--- src/rtl/alu_dispatch_if.sv ---
// alu_dispatch_if: request, unit and result signals between a dispatcher and its client/units
interface alu_dispatch_if #(parameter int RES_W = 32);
   logic op_valid;
   logic op_ready;
   logic [10:0] op_sel;
   logic [10:0] unit_start;
   logic [10:0] unit_done;
   logic [11*RES_W-1:0] unit_result;
   logic [RES_W-1:0] result;
   logic result_float;
   logic result_valid;
   logic result_ack;
   logic error;
   logic busy;
   modport master (
      output op_valid, op_sel, unit_done, unit_result, result_ack,
      input  op_ready, unit_start, result, result_float, result_valid, error, busy
   );
   modport slave (
      input  op_valid, op_sel, unit_done, unit_result, result_ack,
      output op_ready, unit_start, result, result_float, result_valid, error, busy
   );
endinterface

--- src/rtl/alu_dispatch.sv ---
// alu_dispatch: issues one-hot opcodes to eleven arithmetic units and returns the selected result
module alu_dispatch #(
   parameter int RES_W = 32,
   parameter int TIMEOUT_CYCLES = 1024
) (
   input logic CLK100MHz,
   input logic reset_n,
   input logic abort,
   alu_dispatch_if.slave bus
);
   localparam int TW = $clog2(TIMEOUT_CYCLES + 1);
   localparam logic [10:0] FLOAT_OPS = 11'b00011111101;
   typedef enum logic [2:0] {IDLE, ISSUE, WAIT, HOLD, ERR} state_t;
   state_t state, state_nx;
   logic [10:0] op_q;
   logic [TW-1:0] timer;
   logic [RES_W-1:0] sel_res;
   logic hit;
   assign hit = |(bus.unit_done & op_q);
   always_comb begin
      sel_res = '0;
      for (int i = 0; i < 11; i++)
         sel_res = op_q[i] ? sel_res | bus.unit_result[i*RES_W +: RES_W] : sel_res;
   end
   always_comb begin
      state_nx = state;
      if (abort)
         state_nx = IDLE;
      else
         case (state)
            IDLE:     state_nx = bus.op_valid ? ($onehot(bus.op_sel) ? ISSUE : ERR) : IDLE;
            ISSUE:    state_nx = WAIT;
            WAIT:     state_nx = hit ? HOLD : (timer == TW'(TIMEOUT_CYCLES - 1) ? ERR : WAIT);
            HOLD,
            ERR:      state_nx = bus.result_ack ? IDLE : state;
            default:  state_nx = IDLE;
         endcase
   end
   // outputs are registered from the next state so they change together with it
   always_ff @(posedge CLK100MHz or negedge reset_n) begin
      if (!reset_n) begin
         state <= IDLE;
         op_q <= '0;
         timer <= '0;
         bus.unit_start <= '0;
         bus.op_ready <= 1'b1;
         bus.busy <= 1'b0;
         bus.result_valid <= 1'b0;
         bus.error <= 1'b0;
         bus.result <= '0;
         bus.result_float <= 1'b0;
      end else begin
         state <= state_nx;
         op_q <= (state == IDLE && bus.op_valid) ? bus.op_sel : op_q;
         timer <= (state == WAIT) ? timer + 1'b1 : '0;
         bus.unit_start <= (state_nx == ISSUE) ? bus.op_sel : '0;
         bus.op_ready <= state_nx == IDLE;
         bus.busy <= state_nx != IDLE;
         bus.result_valid <= state_nx == HOLD || state_nx == ERR;
         bus.error <= state_nx == ERR;
         if (state == WAIT && state_nx == HOLD) begin
            bus.result <= sel_res;
            bus.result_float <= |(op_q & FLOAT_OPS);
         end else if (state_nx == ERR) begin
            bus.result <= '0;
            bus.result_float <= 1'b0;
         end
      end
   end
endmodule

--- src/flat_wrapper.sv ---
// flat-port wrapper written by rule: the top's interface ports become plain ports
module alu_dispatch_flat 
#(
   parameter int RES_W = 32,
   parameter int TIMEOUT_CYCLES = 1024
)
  (CLK100MHz, reset_n, abort, bus_op_valid, bus_op_sel, bus_unit_done, bus_unit_result, bus_result_ack, bus_op_ready, bus_unit_start, bus_result, bus_result_float, bus_result_valid, bus_error, bus_busy);
  alu_dispatch_if #(.RES_W(RES_W)) bus_i ();
  input logic CLK100MHz;
  input logic reset_n;
  input logic abort;
  input wire logic [$bits(bus_i.op_valid)-1:0] bus_op_valid;
  input wire logic [$bits(bus_i.op_sel)-1:0] bus_op_sel;
  input wire logic [$bits(bus_i.unit_done)-1:0] bus_unit_done;
  input wire logic [$bits(bus_i.unit_result)-1:0] bus_unit_result;
  input wire logic [$bits(bus_i.result_ack)-1:0] bus_result_ack;
  output wire logic [$bits(bus_i.op_ready)-1:0] bus_op_ready;
  output wire logic [$bits(bus_i.unit_start)-1:0] bus_unit_start;
  output wire logic [$bits(bus_i.result)-1:0] bus_result;
  output wire logic [$bits(bus_i.result_float)-1:0] bus_result_float;
  output wire logic [$bits(bus_i.result_valid)-1:0] bus_result_valid;
  output wire logic [$bits(bus_i.error)-1:0] bus_error;
  output wire logic [$bits(bus_i.busy)-1:0] bus_busy;
  assign bus_i.op_valid = bus_op_valid;
  assign bus_i.op_sel = bus_op_sel;
  assign bus_i.unit_done = bus_unit_done;
  assign bus_i.unit_result = bus_unit_result;
  assign bus_i.result_ack = bus_result_ack;
  assign bus_op_ready = bus_i.op_ready;
  assign bus_unit_start = bus_i.unit_start;
  assign bus_result = bus_i.result;
  assign bus_result_float = bus_i.result_float;
  assign bus_result_valid = bus_i.result_valid;
  assign bus_error = bus_i.error;
  assign bus_busy = bus_i.busy;
  alu_dispatch #(.RES_W(RES_W), .TIMEOUT_CYCLES(TIMEOUT_CYCLES)) u_core (.CLK100MHz(CLK100MHz), .reset_n(reset_n), .abort(abort), .bus(bus_i));
endmodule
--- config.mk ---
export PLATFORM = sky130hd
export DESIGN_NAME = alu_dispatch_flat
export DESIGN_NICKNAME = d
export VERILOG_FILES = /design/src/rtl/alu_dispatch_if.sv /design/src/rtl/alu_dispatch.sv /design/src/flat_wrapper.sv
export SDC_FILE = /design/constraint.sdc
export NUM_CORES = 1
export LEC_CHECK = 0
export BUFFER_PORTS_ARGS = -buffer_cell sky130_fd_sc_hd__buf_2
export CORE_AREA = 2 2 164 166
export DETAILED_ROUTE_END_ITERATION = 12
export DIE_AREA = 0 0 166 168
export GPL_ROUTABILITY_DRIVEN = 0
export GPL_TIMING_DRIVEN = 0
export PLACE_DENSITY_LB_ADDON = 0.12
export SETUP_SLACK_MARGIN = 0.3
export SLEW_MARGIN = 15
export SYNTH_ARGS = -nofsm -noshare
export SYNTH_HDL_FRONTEND = slang
export SYNTH_SLANG_ARGS = --single-unit
--- constraint.sdc ---
create_clock -name CLK100MHz -period 1.9 [get_ports CLK100MHz]
set_input_delay 0.095 -clock CLK100MHz [delete_from_list [all_inputs] [get_ports CLK100MHz]]
set_output_delay 0.095 -clock CLK100MHz [all_outputs]
set_load 0.02 [all_outputs]
Yosys cells after proc, flatten, opt, wreduce, memory -nomap -nowiden
Index checks and enable logic that the tools add are counted.
{"block": "word_totals", "ff_bits": 73, "latch_bits": 0, "mem_bits_rw": 0, "rom_bits": 0, "inputBits": 379, "mem_count": 0}
{"block": "op_classes", "add_sub_neg": 11, "multipliers": 0, "n_div": 0, "magnitude_cmp": 0, "n_eq_ne": 9, "shift": 0, "muxes": 24, "n_bitwise": 11, "n_reduce_logical": 10}
{"operator": "two-way mux 32 bit", "count": 13}
{"operator": "OR 32 bit", "count": 10}
{"operator": "two-way mux 11 bit", "count": 2}
{"operator": "two-way mux 3 bit", "count": 6}
{"operator": "adder 4 bit", "count": 4}
{"operator": "one-hot mux 3 bit (4 select lines)", "count": 1}
{"operator": "adder 11 x 1 -> 11 bit (second input constant)", "count": 1}
{"operator": "AND 11 bit", "count": 1}
{"operator": "== test 11 x 10 -> 1 bit (second input constant)", "count": 1}
{"operator": "OR reduction 11 bit", "count": 1}
{"operator": "adder 1 x 1 -> 2 bit", "count": 5}
{"operator": "== test 3 x 2 -> 1 bit (second input constant)", "count": 3}
{"operator": "OR reduction 7 bit", "count": 1}
{"operator": "== test 3 x 1 -> 1 bit (second input constant)", "count": 2}
{"operator": "== test 3 bit (second input constant)", "count": 2}
{"operator": "logical NOT 3 bit", "count": 2}
{"operator": "adder 4 x 1 -> 4 bit", "count": 1}
{"operator": "== test 4 x 1 -> 1 bit (second input constant)", "count": 1}
{"operator": "nonzero test 3 bit", "count": 1}
{"operator": "logical AND 1 bit", "count": 2}
{"operator": "two-way mux 1 bit", "count": 2}
{"operator": "nonzero test 2 bit", "count": 1}
{"operator": "OR reduction 2 bit", "count": 1}
{"operator": "logical OR 1 bit", "count": 1}

Longest topological paths before layout
{"block": "depth", "ltp_word": 22, "ltp_mapped": 16}

Worst setup path before layout
OpenSTA, ideal clock, no wires.
{"block": "synth_path", "path_kind": "input -> register", "from": "in bus_op_sel[4]", "to": "reg u_core.bus.result[10]", "arrival_ns": 3.707, "t_required_ns": 1.780, "path_slack_ns": -1.926, "stages": 15, "path_buffers": 2, "cell_sequence": "ha_1 fa_1 inv_1 fa_1 fa_1 inv_1 ha_1 fa_1 xor2_1 and4b_1 o21ai_1 a31o_2 buf_2 buf_1 a31o_1"}
{"block": "synth_between", "elab_chain_len": 12, "elab_cells_between_ends": 14}
{"element": "start, declared", "line": "flat_wrapper.sv:13", "text": "input wire logic [$bits(bus_i.op_sel)-1:0] bus_op_sel;"}
{"element": "adder 1 x 1 -> 2 bit (implied by the code) *", "line": "alu_dispatch.sv:31", "text": "IDLE: state_nx = bus.op_valid ? ($onehot(bus.op_sel) ? ISSUE : ERR) : IDLE;"}
{"element": "adder 4 bit (implied by the code) * (3 in series)", "line": "alu_dispatch.sv:31"}
{"element": "== test 4 x 1 -> 1 bit *", "line": "alu_dispatch.sv:31"}
{"element": "two-way mux 3 bit * (2 in series)", "line": "alu_dispatch.sv:31"}
{"element": "one-hot mux 3 bit (4 select lines) *", "line": "alu_dispatch.sv:30", "text": "case (state)"}
{"element": "two-way mux 3 bit *", "line": "alu_dispatch.sv:27", "text": "if (abort)"}
{"element": "== test 3 x 2 -> 1 bit", "line": "alu_dispatch.sv:61", "text": "if (state == WAIT && state_nx == HOLD) begin"}
{"element": "logical AND 1 bit", "line": "alu_dispatch.sv:61"}
{"element": "two-way mux 32 bit / nonzero test 2 bit (equally long branches)"}
{"element": "end signal, assigned", "line": "alu_dispatch.sv:62", "text": "bus.result <= sel_res;"}
{"element": "end, declared", "line": "alu_dispatch_if.sv:21", "text": "output op_ready, unit_start, result, result_float, result_valid, error, busy"}
Every way passes the cells marked *; elsewhere a longest branch is shown, timed or not.
A chain may end at the register's enable or synchronous reset.

Worst setup path after layout
{"block": "layout_path", "from": "in bus_op_sel[8]", "to": "reg u_core.bus.result[20]"}
{"block": "layout_between", "elab_chain_len": 11, "elab_cells_between_ends": 13}
{"element": "adder 1 x 1 -> 2 bit (implied by the code) *", "line": "alu_dispatch.sv:31"}
{"element": "adder 4 x 1 -> 4 bit (implied by the code) *", "line": "alu_dispatch.sv:31"}
{"element": "adder 4 bit (implied by the code) *", "line": "alu_dispatch.sv:31"}
{"element": "== test 4 x 1 -> 1 bit *", "line": "alu_dispatch.sv:31"}
{"element": "two-way mux 3 bit * (2 in series)", "line": "alu_dispatch.sv:31"}
{"element": "one-hot mux 3 bit (4 select lines) *", "line": "alu_dispatch.sv:30"}
{"element": "two-way mux 3 bit *", "line": "alu_dispatch.sv:27"}
{"element": "== test 3 x 2 -> 1 bit", "line": "alu_dispatch.sv:61"}
{"element": "logical AND 1 bit", "line": "alu_dispatch.sv:61"}
{"element": "two-way mux 32 bit / nonzero test 2 bit (equally long branches)"}
Marks and branches as above.

==> flow_metrics.tcl <==
set metrics [dict create \
    pwr-share-comb 0.620 \
    synth_most_common_cell "dfrtp_1" \
    worst_path_top_cell_family_by_delay "adder cells" \
    finalSetupViolCount 50 \
    syn_avg_cell_area_sq_um 10.2 \
    critical_path.startpoint_type "primary input" \
    slew_worst_pin_ns 1.24 \
    detailedRoute.firstPassIterationCount 5 \
    internal_power_mw 5.39 \
    cts_buffer_depth 2 \
    final.period_utilization 1.86 \
    wirelength_microns 34800 \
    filler_cell_count 2822 \
    initial_antenna_violation_count 8 \
    ir_worst_vdd_v 0.000469 \
    boundaryPins 427 \
    share_clk_of_total_power 0.173 \
    timing.critical_path.slowest_stage_cell "fa_1" \
    postSynthNetCount 882 \
    synth_sequential_area_ratio 0.366 \
    power.density_nw_per_um2 1210 \
    worst_skew_pair.late_latency_ns 0.35 \
    rows 60 \
    yosys.area.top_type_share 0.361 \
    pin_count_of_the_biggest_net_entering_global_routing 46 \
    final_core_density 0.328 \
    tritoncts_num_sinks 73 \
    cts.reportedPaths.clkPinSlew_ns 0.07 \
    area_delta_synth_final_pct 73.2 \
    timing.final.ws_setup_ns -1.63 \
    slew_headroom 0.173 \
    leading_cell_types_by_total_area_after_synthesis "dfrtp_1 36%, a22o_1 11%, a221oi_1 11%, a222oi_1 6.6%, a31o_1 5.8%" \
    start_util 0.190 \
    critPathRequiredTime_ns 2.14 \
    route.detailed.wl_per_inst_microns 26.8 \
    routed_via_density 5.12 \
    layout-drive-gt1-share 0.575 \
    slowest_delay_ns 0.52 \
    hold_path_class "primary input to register" \
    cap_violations 0 \
    num_vias 6651 \
    sequentialPowerShare 0.207 \
    synth.cell_area_sq_um 4990 \
    final.setup_skew_ns 0.00935 \
    power.net_switching_mw 5.08 \
    count_of_flip_flops_with_a_built_in_enable_after_synthesis 0 \
    ys_async_sr_fraction 1.00 \
    grt.overflow.total 0 \
    run_status "finished, violations left" \
    p_sw_frac 0.485 \
    yosys_register_bits 73 \
    synthesis.yosys.warnings 0 \
    die_area_sq_um 27900 \
    crit_arrival_ns 3.77 \
    number_of_instances_in_the_synthesized_netlist 488 \
    postSynth.topFlopCell "dfrtp_1" \
    worst_case_hold_slack_ns 0.0217 \
    violations "setup timing" \
    timing.final.hold_violations 0 \
    drcViolationCount 0 \
    chipHeight_microns 168 \
    cts_inserted_buffers 9 \
    multi_input_area_sq_um 3180 \
    first_global_vias 6961 \
    maxSlewViolCount 0 \
    worstSetupEndpointType "register" \
    die_width_microns 166 \
    cts_tree "yes" \
    power_leakage_nw 4.34 \
    final.setup.tns_ns -79.43 \
    critPathBufInv 5 \
    grt_setup_unrepaired "true" \
    grt_usage 0.239 \
    worst-setup-path-type "primary input to register" \
    critical_path_peak_fanout 10 \
    detailed_placement_wirelength_estimate_microns 26700 \
    grt_pass1_wl_microns 47900 \
    timing.fmax_ghz 0.283 \
    combined_flip_flop_and_latch_cell_area_sq_um 1830 \
    finalNetCount 1344 \
    layout_min_cycle_time_ns 3.53 \
    ys_types 47 \
    path_common_cell "fa_1" \
    antenna_violation_net_count_after_detailed_routing 0 \
    port_buffers 426 \
    synth.top_cells.by_count "72 x dfrtp_1, 65 x a22o_1, 64 x a221oi_1" \
    crit_chain "buf_8 > ha_4 > fa_1 > inv_1 > fa_1 > fa_1 > inv_1 > ha_2 > fa_2 > nor2_2 > and4b_1 > o21ai_1 > a31o_2 > buf_12 > buf_12 > a31oi_1 > a31o_1" \
    core_region_area_sq_um 26400 \
    detailedRoute.firstIterationViolations 591 \
    cts_max_level 3 \
    yosys.area.top_type "dfrtp_1" \
    clk_root_buffer_cell "clkbuf_16" \
]
## per-layer routing
metal	track usage	vias up	share of wire
met5	0	-	0.0012
met4	0.0737	6	0.023
met3	0.0538	49	0.078
met2	0.422	370	0.50
met1	0.289	3215	0.40
li1	-	3011	-
## cell type report
type	instances	area share
Tap cell	341	0.0493
Inverter	16	0.00694
Buffer	58	0.0463
Timing Repair Buffer	451	0.282
Clock inverter	7	0.00882
Sequential cell	73	0.212
Clock buffer	9	0.0260
Antenna cell	4	0.00116
Multi-Input combinational cell	341	0.367
## flip-flops by register name, summed over array words and instances (netlist names)
name,count
u_core.bus.result,32
u_core.bus.unit_start,11
u_core.op_q,11
u_core.timer,11
u_core.state,3
u_core.bus.busy,1
u_core.bus.error,1
u_core.bus.op_ready,1
u_core.bus.result_float,1
u_core.bus.result_valid,1
## through the flow
| step | instances | instance area, sq um | setup slack [ns] | total power [mW] |
|---|---|---|---|---|
| 2_1_floorplan | 488 | 5070 | -1.67 | 5.30 |
| 5_1_grt | 1298 | 8650 | -1.78 | 11.1 |
| 6_report | 1300 | 8650 | -1.63 | 10.5 |
| 4_1_cts | 1288 | 8400 | -1.64 | 10.3 |
| 3_5_place_dp | 1256 | 7660 | -2.21 | 8.13 |
| 3_3_place_gp | 1255 | 7630 | -2.15 | 8.11 |
## cells by family (layout without fill, tap and decap cells)
logic type | after synthesis | in the layout | synth area share
DFF | 73 | 73 | 0.366
AOI/OAI and AO/OA | 250 | 250 | 0.422
xor gates and xnor gates | 8 | 8 | 0.0140
buffers and inverters | 74 | 541 | 0.0614
other | 0 | 4 | 0
and+or+nand+nor | 57 | 57 | 0.0654
muxes | 11 | 11 | 0.0248
adders and majority gates | 15 | 15 | 0.0466
## power groups by stage
| stage | Combinational (mW) | Sequential, mW | Clock (mW) |
|---|---|---|---|
| floorplan | 2.81 | 2.49 | 0 |
| global placement | 5.94 | 2.17 | 0 |
| detailed placement | 5.95 | 2.17 | 0 |
| CTS | 6.32 | 2.16 | 1.87 |
| global route | 6.91 | 2.22 | 1.93 |
| finish | 6.49 | 2.17 | 1.81 |
## repair_timing
action	4_1_cts	5_1_grt
hold endpoints to repair	39	1
buffers inserted	8	5
pin swaps	11	9
endpoints found under the setup margin	62	62
gates resized for setup	71	51
cloned	0	2
hold buffers	8	1
## worst paths after layout
kind / startpoint / to / slack (ns) / depth (start not counted)
max: bus_op_sel[8] / u_core.bus.result[20] / -1.63 / 17
min reg2reg: u_core.bus.result[31] / u_core.bus.result[31] / 0.50 / 1
min: bus_op_sel[1] / u_core.op_q[1] / 0.02 / 2
max reg2reg: u_core.op_q[6] / u_core.bus.result[24] / -0.51 / 6
min in group asynchronous: reset_n / u_core.bus.error / 0.22 / 2
max in group asynchronous: reset_n / u_core.bus.op_ready / 1.05 / 3
## placed cells by master, fill, tap and decap left out, types with 4 or more instances in the layout
master / Yosys / routed
dlygate4sd3_1: 0 / 9
nand3_1: 6 / 4
a31oi_1: 32 / 22
mux2_4: 0 / 10
clkbuf_1: 49 / 25
clkbuf_16: 0 / 10
buf_6: 3 / 12
xor2_1: 6 / 5
a31o_1: 33 / 33
a31oi_2: 0 / 6
inv_1: 14 / 11
fa_1: 6 / 4
clkbuf_8: 0 / 4
a31oi_4: 0 / 4
a21oi_1: 7 / 5
ha_4: 0 / 5
a222oi_1: 33 / 33
inv_2: 2 / 5
buf_4: 0 / 12
buf_12: 0 / 5
clkbuf_2: 0 / 16
dfrtp_1: 72 / 70
nor2_1: 10 / 9
diode_2: 0 / 4
and2_1: 13 / 10
a22o_1: 65 / 65
buf_2: 5 / 420
a221oi_1: 64 / 64
nand2_1: 7 / 6
No activity file was read; power rests on OpenSTA's default activity.
